File: src/rtl/cu_int_sequencer_if.sv
// Bus between the interrupt-entry sequencer and the CU FSM / datapath / capture flops.
// The slave side is the sequencer; the master side is everything around it.
interface cu_int_sequencer_if;
  logic        CU_RstReq;
  logic        CU_bNMI_Flg;
  logic        CU_bIRQ_Flg;
  logic        CU_IFlag;
  logic        CU_InstEnd;
  logic        CU_BrkDec;
  logic        CU_Rdy;
  logic [7:0]  CU_SP;
  logic [15:0] CU_SeqAddr;
  logic        CU_SeqRW;
  logic [1:0]  CU_SeqDSel;
  logic        CU_SeqBFlg;
  logic        CU_SpDec;
  logic        CU_PclLd;
  logic        CU_PchLd;
  logic        CU_SetI;
  logic        CU_IntBusy;
  logic        CU_IntDone;
  logic        bnmi_sd;
  logic        birq_sd;

  modport master (
    output CU_RstReq, CU_bNMI_Flg, CU_bIRQ_Flg, CU_IFlag, CU_InstEnd, CU_BrkDec,
    output CU_Rdy, CU_SP,
    input  CU_SeqAddr, CU_SeqRW, CU_SeqDSel, CU_SeqBFlg, CU_SpDec, CU_PclLd,
    input  CU_PchLd, CU_SetI, CU_IntBusy, CU_IntDone, bnmi_sd, birq_sd
  );

  modport slave (
    input  CU_RstReq, CU_bNMI_Flg, CU_bIRQ_Flg, CU_IFlag, CU_InstEnd, CU_BrkDec,
    input  CU_Rdy, CU_SP,
    output CU_SeqAddr, CU_SeqRW, CU_SeqDSel, CU_SeqBFlg, CU_SpDec, CU_PclLd,
    output CU_PchLd, CU_SetI, CU_IntBusy, CU_IntDone, bnmi_sd, birq_sd
  );
endinterface

File: src/rtl/cu_int_sequencer.sv
// 6502 interrupt entry sequencer (RST/NMI/IRQ/BRK): arbitration, 7-cycle push/vector
// sequence, and active-low clear strobes back to the interrupt-capture flops.
module cu_int_sequencer #(
  parameter logic [15:0] NMI_VEC = 16'hFFFA,
  parameter logic [15:0] RST_VEC = 16'hFFFC,
  parameter logic [15:0] IRQ_VEC = 16'hFFFE
) (
  input  logic              CU_Clk,
  input  logic              CU_Rst,
  cu_int_sequencer_if.slave bus
);

  typedef enum logic [2:0] {
    S_IDLE, S_D1, S_D2, S_PUSH_H, S_PUSH_L, S_PUSH_P, S_VEC_L, S_VEC_H
  } state_t;

  typedef enum logic [1:0] {SRC_RST, SRC_NMI, SRC_IRQ, SRC_BRK} src_t;

  localparam state_t S_RST_D1 = S_D1;

  state_t      r_state;
  src_t        r_src;
  logic [15:0] r_vec;
  logic [15:0] r_seq_addr;
  logic        r_seq_rw;
  logic [1:0]  r_seq_dsel;
  logic        r_seq_bflg;
  logic        r_sp_dec;
  logic        r_pcl_ld;
  logic        r_pch_ld;
  logic        r_set_i;
  logic        r_int_busy;
  logic        r_int_done;
  logic        r_bnmi_sd;
  logic        r_birq_sd;

  state_t      w_nxt_state;
  src_t        w_nxt_src;
  logic [15:0] w_nxt_vec;
  logic        w_stall;
  logic [7:0]  w_sp_eff;

  function automatic logic [15:0] f_src_vec(input src_t src);
    logic [15:0] vec;
    case (src)
      SRC_RST: vec = RST_VEC;
      SRC_NMI: vec = NMI_VEC;
      default: vec = IRQ_VEC;
    endcase
    return vec;
  endfunction

  // The datapath applies a pending SP decrement on the same edge that registers the
  // next push address, so anticipate it here.
  assign w_sp_eff = bus.CU_SP - {7'd0, r_sp_dec};

  // Next state, source and vector selection.
  always_comb begin
    w_nxt_state = r_state;
    w_nxt_src   = r_src;
    w_nxt_vec   = r_vec;
    w_stall     = 1'b0;
    if (bus.CU_RstReq) begin
      w_nxt_state = S_D1;
      w_nxt_src   = SRC_RST;
    end else if (!bus.CU_Rdy) begin
      w_stall = 1'b1;
    end else begin
      case (r_state)
        S_IDLE: begin
          if (bus.CU_InstEnd && bus.CU_bNMI_Flg) begin
            w_nxt_state = S_D1;
            w_nxt_src   = SRC_NMI;
          end else if (bus.CU_InstEnd && bus.CU_bIRQ_Flg && !bus.CU_IFlag) begin
            w_nxt_state = S_D1;
            w_nxt_src   = SRC_IRQ;
          end else if (bus.CU_InstEnd && bus.CU_BrkDec) begin
            w_nxt_state = S_D1;
            w_nxt_src   = SRC_BRK;
          end else begin
            w_nxt_state = S_IDLE;
          end
        end
        S_D1:     w_nxt_state = S_D2;
        S_D2:     w_nxt_state = S_PUSH_H;
        S_PUSH_H: w_nxt_state = S_PUSH_L;
        S_PUSH_L: w_nxt_state = S_PUSH_P;
        S_PUSH_P: begin
          w_nxt_state = S_VEC_L;
          // A late NMI hijacks IRQ/BRK entry; reset entry is never redirected.
          if (bus.CU_bNMI_Flg && (r_src != SRC_RST)) begin
            w_nxt_vec = NMI_VEC;
          end else begin
            w_nxt_vec = f_src_vec(r_src);
          end
        end
        S_VEC_L:  w_nxt_state = S_VEC_H;
        S_VEC_H:  w_nxt_state = S_IDLE;
        default:  w_nxt_state = S_IDLE;
      endcase
    end
  end

  // State register plus outputs registered from the state being entered.
  // Strobes fire on entry to a state; a stall repeats the state with strobes quiet.
  always_ff @(posedge CU_Clk) begin
    if (CU_Rst) begin
      r_state    <= S_RST_D1;
      r_src      <= SRC_RST;
      r_vec      <= RST_VEC;
      r_seq_addr <= 16'h0000;
      r_seq_rw   <= 1'b1;
      r_seq_dsel <= 2'd0;
      r_seq_bflg <= 1'b0;
      r_sp_dec   <= 1'b0;
      r_pcl_ld   <= 1'b0;
      r_pch_ld   <= 1'b0;
      r_set_i    <= 1'b0;
      r_int_busy <= 1'b1;
      r_int_done <= 1'b0;
      r_bnmi_sd  <= 1'b1;
      r_birq_sd  <= 1'b1;
    end else begin
      r_state    <= w_nxt_state;
      r_src      <= w_nxt_src;
      r_vec      <= w_nxt_vec;
      r_sp_dec   <= 1'b0;
      r_pcl_ld   <= 1'b0;
      r_pch_ld   <= 1'b0;
      r_set_i    <= 1'b0;
      r_int_done <= 1'b0;
      r_bnmi_sd  <= 1'b1;
      r_birq_sd  <= 1'b1;
      if (!w_stall) begin
        r_seq_addr <= 16'h0000;
        r_seq_rw   <= 1'b1;
        r_seq_dsel <= 2'd0;
        r_seq_bflg <= 1'b0;
        r_int_busy <= (w_nxt_state != S_IDLE);
        case (w_nxt_state)
          S_PUSH_H: begin
            r_seq_addr <= {8'h01, w_sp_eff};
            r_seq_rw   <= (w_nxt_src == SRC_RST);
            r_seq_dsel <= (w_nxt_src == SRC_RST) ? 2'd0 : 2'd1;
            r_sp_dec   <= 1'b1;
          end
          S_PUSH_L: begin
            r_seq_addr <= {8'h01, w_sp_eff};
            r_seq_rw   <= (w_nxt_src == SRC_RST);
            r_seq_dsel <= (w_nxt_src == SRC_RST) ? 2'd0 : 2'd2;
            r_sp_dec   <= 1'b1;
          end
          S_PUSH_P: begin
            r_seq_addr <= {8'h01, w_sp_eff};
            r_seq_rw   <= (w_nxt_src == SRC_RST);
            r_seq_dsel <= (w_nxt_src == SRC_RST) ? 2'd0 : 2'd3;
            r_seq_bflg <= (w_nxt_src == SRC_BRK);
            r_sp_dec   <= 1'b1;
          end
          S_VEC_L: begin
            r_seq_addr <= w_nxt_vec;
            r_pcl_ld   <= 1'b1;
            r_set_i    <= 1'b1;
            r_bnmi_sd  <= (w_nxt_vec != NMI_VEC);
            r_birq_sd  <= !((w_nxt_src == SRC_IRQ) && (w_nxt_vec == IRQ_VEC));
          end
          S_VEC_H: begin
            r_seq_addr <= w_nxt_vec + 16'd1;
            r_pch_ld   <= 1'b1;
            r_int_done <= 1'b1;
          end
          default: begin
            r_seq_addr <= 16'h0000;
          end
        endcase
      end
    end
  end

  assign bus.CU_SeqAddr = r_seq_addr;
  assign bus.CU_SeqRW   = r_seq_rw;
  assign bus.CU_SeqDSel = r_seq_dsel;
  assign bus.CU_SeqBFlg = r_seq_bflg;
  assign bus.CU_SpDec   = r_sp_dec;
  assign bus.CU_PclLd   = r_pcl_ld;
  assign bus.CU_PchLd   = r_pch_ld;
  assign bus.CU_SetI    = r_set_i;
  assign bus.CU_IntBusy = r_int_busy;
  assign bus.CU_IntDone = r_int_done;
  assign bus.bnmi_sd    = r_bnmi_sd;
  assign bus.birq_sd    = r_birq_sd;

endmodule

File: src/flat_wrapper.sv
// flat-port wrapper written by rule: the top's interface ports become plain ports
module cu_int_sequencer_flat 
#(
  parameter logic [15:0] NMI_VEC = 16'hFFFA,
  parameter logic [15:0] RST_VEC = 16'hFFFC,
  parameter logic [15:0] IRQ_VEC = 16'hFFFE
)
  (CU_Clk, CU_Rst, bus_CU_RstReq, bus_CU_bNMI_Flg, bus_CU_bIRQ_Flg, bus_CU_IFlag, bus_CU_InstEnd, bus_CU_BrkDec, bus_CU_Rdy, bus_CU_SP, bus_CU_SeqAddr, bus_CU_SeqRW, bus_CU_SeqDSel, bus_CU_SeqBFlg, bus_CU_SpDec, bus_CU_PclLd, bus_CU_PchLd, bus_CU_SetI, bus_CU_IntBusy, bus_CU_IntDone, bus_bnmi_sd, bus_birq_sd);
  cu_int_sequencer_if bus_i ();
  input  logic CU_Clk;
  input  logic CU_Rst;
  input wire logic [$bits(bus_i.CU_RstReq)-1:0] bus_CU_RstReq;
  input wire logic [$bits(bus_i.CU_bNMI_Flg)-1:0] bus_CU_bNMI_Flg;
  input wire logic [$bits(bus_i.CU_bIRQ_Flg)-1:0] bus_CU_bIRQ_Flg;
  input wire logic [$bits(bus_i.CU_IFlag)-1:0] bus_CU_IFlag;
  input wire logic [$bits(bus_i.CU_InstEnd)-1:0] bus_CU_InstEnd;
  input wire logic [$bits(bus_i.CU_BrkDec)-1:0] bus_CU_BrkDec;
  input wire logic [$bits(bus_i.CU_Rdy)-1:0] bus_CU_Rdy;
  input wire logic [$bits(bus_i.CU_SP)-1:0] bus_CU_SP;
  output wire logic [$bits(bus_i.CU_SeqAddr)-1:0] bus_CU_SeqAddr;
  output wire logic [$bits(bus_i.CU_SeqRW)-1:0] bus_CU_SeqRW;
  output wire logic [$bits(bus_i.CU_SeqDSel)-1:0] bus_CU_SeqDSel;
  output wire logic [$bits(bus_i.CU_SeqBFlg)-1:0] bus_CU_SeqBFlg;
  output wire logic [$bits(bus_i.CU_SpDec)-1:0] bus_CU_SpDec;
  output wire logic [$bits(bus_i.CU_PclLd)-1:0] bus_CU_PclLd;
  output wire logic [$bits(bus_i.CU_PchLd)-1:0] bus_CU_PchLd;
  output wire logic [$bits(bus_i.CU_SetI)-1:0] bus_CU_SetI;
  output wire logic [$bits(bus_i.CU_IntBusy)-1:0] bus_CU_IntBusy;
  output wire logic [$bits(bus_i.CU_IntDone)-1:0] bus_CU_IntDone;
  output wire logic [$bits(bus_i.bnmi_sd)-1:0] bus_bnmi_sd;
  output wire logic [$bits(bus_i.birq_sd)-1:0] bus_birq_sd;
  assign bus_i.CU_RstReq = bus_CU_RstReq;
  assign bus_i.CU_bNMI_Flg = bus_CU_bNMI_Flg;
  assign bus_i.CU_bIRQ_Flg = bus_CU_bIRQ_Flg;
  assign bus_i.CU_IFlag = bus_CU_IFlag;
  assign bus_i.CU_InstEnd = bus_CU_InstEnd;
  assign bus_i.CU_BrkDec = bus_CU_BrkDec;
  assign bus_i.CU_Rdy = bus_CU_Rdy;
  assign bus_i.CU_SP = bus_CU_SP;
  assign bus_CU_SeqAddr = bus_i.CU_SeqAddr;
  assign bus_CU_SeqRW = bus_i.CU_SeqRW;
  assign bus_CU_SeqDSel = bus_i.CU_SeqDSel;
  assign bus_CU_SeqBFlg = bus_i.CU_SeqBFlg;
  assign bus_CU_SpDec = bus_i.CU_SpDec;
  assign bus_CU_PclLd = bus_i.CU_PclLd;
  assign bus_CU_PchLd = bus_i.CU_PchLd;
  assign bus_CU_SetI = bus_i.CU_SetI;
  assign bus_CU_IntBusy = bus_i.CU_IntBusy;
  assign bus_CU_IntDone = bus_i.CU_IntDone;
  assign bus_bnmi_sd = bus_i.bnmi_sd;
  assign bus_birq_sd = bus_i.birq_sd;
  cu_int_sequencer #(.NMI_VEC(NMI_VEC), .RST_VEC(RST_VEC), .IRQ_VEC(IRQ_VEC)) u_core (.CU_Clk(CU_Clk), .CU_Rst(CU_Rst), .bus(bus_i));
endmodule
File: config.mk
export PLATFORM = sky130hd
export DESIGN_NAME = cu_int_sequencer_flat
export DESIGN_NICKNAME = d
export VERILOG_FILES = /design/src/rtl/cu_int_sequencer_if.sv /design/src/rtl/cu_int_sequencer.sv /design/src/flat_wrapper.sv
export SDC_FILE = /design/constraint.sdc
export NUM_CORES = 1
export LEC_CHECK = 0
export ABC_AREA = 1
export BUFFER_PORTS_ARGS = -buffer_cell sky130_fd_sc_hd__buf_2
export CORE_ASPECT_RATIO = 1.1
export CORE_MARGIN = 3
export CORE_UTILIZATION = 59
export DETAILED_ROUTE_END_ITERATION = 10
export HOLD_SLACK_MARGIN = 0.08
export PLACE_DENSITY = 0.94
export RECOVER_POWER = 100
export SYNTH_ARGS = -nofsm -noshare
export SYNTH_HDL_FRONTEND = slang
export SYNTH_SLANG_ARGS = --single-unit
export TNS_END_PERCENT = 30
File: constraint.sdc
create_clock -name CU_Clk -period 3.3 [get_ports CU_Clk]
set_clock_uncertainty 0.1 [all_clocks]
set_input_delay 0.33 -clock CU_Clk [delete_from_list [all_inputs] [get_ports CU_Clk]]
set_output_delay 0.33 -clock CU_Clk [all_outputs]
set_load 0.005 [all_outputs]
==> impl_metrics.ini <==
[placed_design]
hpwlAfterDp_mm = 5.36
globalplace.congestion = 0.926
portBuffers = 44

[setup_path]
cp.arrival_ns = 2.97
required_ns = 3.45
startpoint_type = primary input
path_class = primary input to flop
end_kind = flop
cp_max_fo = 9

[sta]
rsz0062_at_grt = no
finalCritPeriodShare_pct = 85.3
hold_violations = 0
worstMarginPinSlew_ns = 0.833
max_freq_mhz = 355
setup_violations = 0
period_needed_ns = 2.82
slew_viol_final = 0
setup_tns_ns = 0
relSlewSlack_pct = 43.9

[synthesis]
synth_compound_area_share_pct = 8.10
synthSimpleGateAreaFrac_pct = 44.9
synth_seq_cells = 47
avgSynthCellArea_um2 = 6.76
yosysWarningCount = 0
ys_seq_area_share_pct = 32.7
netlist_area_um2 = 2870
synthMuxAreaShare_pct = 0
syn-num-nets = 450
synth_area_leader_cell = dfxtp_1
synth_fa_ha_area_share_pct = 3.48
synth_top_family_by_area = simple AND/OR/NAND/NOR gates
ys_types = 35
synth_xor_area_share_pct = 1.22
netlist.area_leader.share_pct = 32.7
yosys-top-cells-area = dfxtp_1 (33%), nand2_1 (17%), nand3_1 (7.7%)
synthCells = 425

[power]
p_leak_nw = 1.66
powerDensity_nw_per_um2 = 329
vdd_ir_drop_max_uv = 166

[cts]
htree_levels = 2
cts_tree = yes
clockRootBuffer = clkbuf_8
postCtsSetupBuffers = 0
cts_buffer_depth = 2
hold_buffers = 0
numCtsBuffers = 5
clk_pin_slew_ns = 0.08
cts-resized-gates = 0
insertion_delay_ns = 0.31
numClockSinks = 47

[floorplanning]
core_area_um2 = 4680
start_util_pct = 61.4
io_pins = 45
die_h_um = 79.2
fp.dieW_um = 72.5
placementRows = 26
die_area_um2 = 5750

[cells_and_area]
num-fill-cells = 403
final_cell_mix = nand2_1 (135), inv_1 (47), dfxtp_1 (47), nand3_1 (45), nor2_1 (44)
area_growth_pct = 8.27
fin_util_pct = 66.4
antenna_cells = 0
final_common_cell = nand2_1
multi_input_area_um2 = 1600
seqCellArea_um2 = 941
final_nets = 492
drive_above_1_share_pct = 17.9

[global_routing]
grtUsageMet2_pct = 44.9
use_met1_pct = 28.3
grt_max_degree = 22
grt_busiest_layer = met2
grt_pass1_vias = 2687
overflow = 0
grt_first_pass_wirelength_mm = 11.6
grt_usage_pct = 25.3
grt_antenna_before_repair = 0
use_met3_pct = 5.57

[drt]
num_vias = 2861
drt_wl_total_mm = 7.16
first_pass_iters = 5
drtIter0Drc = 247
route.detailed.drc = 0
avgViaCountPerCell = 5.46
post_drt_wl_per_cell_um = 13.7
detail-route-antenna-nets = 0

[outcome]
status = finished clean

[hold_path]
hold_class = primary input to flop

[job]
cap_violations = 0
[synthesized netlist by cell type, drive strengths merged]
master  count
nand2     149
nor2       55
inv        54
nand3      50
dfxtp      47
o21ai      28
ha          8
a21oi       6
buf         6
nand4       5
clkbuf      4
nor3        4
xnor2       2
xor2        2
a31oi       1
nor3b       1
nor4        1
o211ai      1
or2         1
[metrics by stage]
| step | area, um2 | setup slack (ns) | hold WS [ns] | std cells | power [mW] |
|---|---|---|---|---|---|
| after CTS | 3190 | 0.819 | 0.217 | 524 | 1.02 |
| after floorplan | 2870 | 1.05 | 0.310 | 425 | 0.656 |
| after global routing | 3110 | 0.283 | 0.225 | 524 | 1.06 |
| after global placement | 3100 | 1.02 | 0.322 | 516 | 0.686 |
| after detailed placement | 3100 | 0.836 | 0.328 | 516 | 0.689 |
| final | 3110 | 0.484 | 0.216 | 524 | 1.02 |
[layout make-up]
class / count / share of cell area (%)
Sequential cell: 47 / 30.2
Inverter: 54 / 6.51
Clock inverter: 2 / 0.402
Multi-Input combinational cell: 314 / 51.5
Timing Repair Buffer: 45 / 6.71
Clock buffer: 6 / 2.33
Tap cell: 56 / 2.25
[flip-flops by register name (all words and copies together) (netlist names)]
| name | flops |
|---|---|
| u_core.bus.CU_SeqAddr | 16 |
| u_core.r_vec | 16 |
| u_core.r_state | 3 |
| u_core.bus.CU_SeqDSel | 2 |
| u_core.r_src | 2 |
| u_core.bus.CU_IntBusy | 1 |
| u_core.bus.CU_IntDone | 1 |
| u_core.bus.CU_SeqBFlg | 1 |
| u_core.bus.CU_SeqRW | 1 |
| u_core.bus.CU_SetI | 1 |
| u_core.bus.CU_SpDec | 1 |
| u_core.bus.birq_sd | 1 |
| u_core.bus.bnmi_sd | 1 |
[routing by layer]
| metal | share of wire, % | wire (um) | vias to the layer above |
|---|---|---|---|
| li1 | - | - | 1417 |
| met1 | 40 | 2880 | 1283 |
| met2 | 50 | 3550 | 136 |
| met3 | 6.9 | 497 | 25 |
| met4 | 3.4 | 240 | 0 |
| met5 | 0 | 0 | - |
[final timing paths]
kind                                                               end  depth (start not counted)  slack (ns)                    startpoint
worst max-delay path             u_core.bus.CU_SeqAddr[5]$_SDFFE_PP0N_                         10        0.48                 bus_CU_RstReq
worst min-delay path                        u_core.r_src[1]$_SDFF_PP0_                          2        0.22                        CU_Rst
worst max register to register  u_core.bus.CU_SeqAddr[12]$_SDFFE_PP0N_                         13        0.66  u_core.r_state[1]$_SDFF_PP0_
worst min register to register             u_core.r_vec[15]$_SDFF_PP1_                          2        0.35   u_core.r_vec[15]$_SDFF_PP1_
[logic make-up (layout without fill, tap and decap cells)]
group / count (synthesis) / count (layout)
xor gates and xnor gates: 4 / 4
DFF: 47 / 47
buffers and inverters: 64 / 107
and+or+nand+nor: 266 / 266
adders and majority gates: 8 / 8
AOI/OAI and AO/OA: 36 / 36
[worst max-delay path: stages]
cell	delay [ns]
buf_2	0.14
nor2_1	0.52
inv_1	0.25
o21ai_0	0.72
nand4_1	0.34
nand2_2	0.23
o21ai_0	0.20
nand3_1	0.12
nand2_1	0.05
nand2_1	0.06
[power by group]
| group | switching, mW | internal, mW |
|---|---|---|
| Combinational | 0.0674 | 0.0314 |
| Sequential | 0.00314 | 0.571 |
| Clock | 0.201 | 0.148 |
Note: power is estimated with default switching activity, not from simulation.
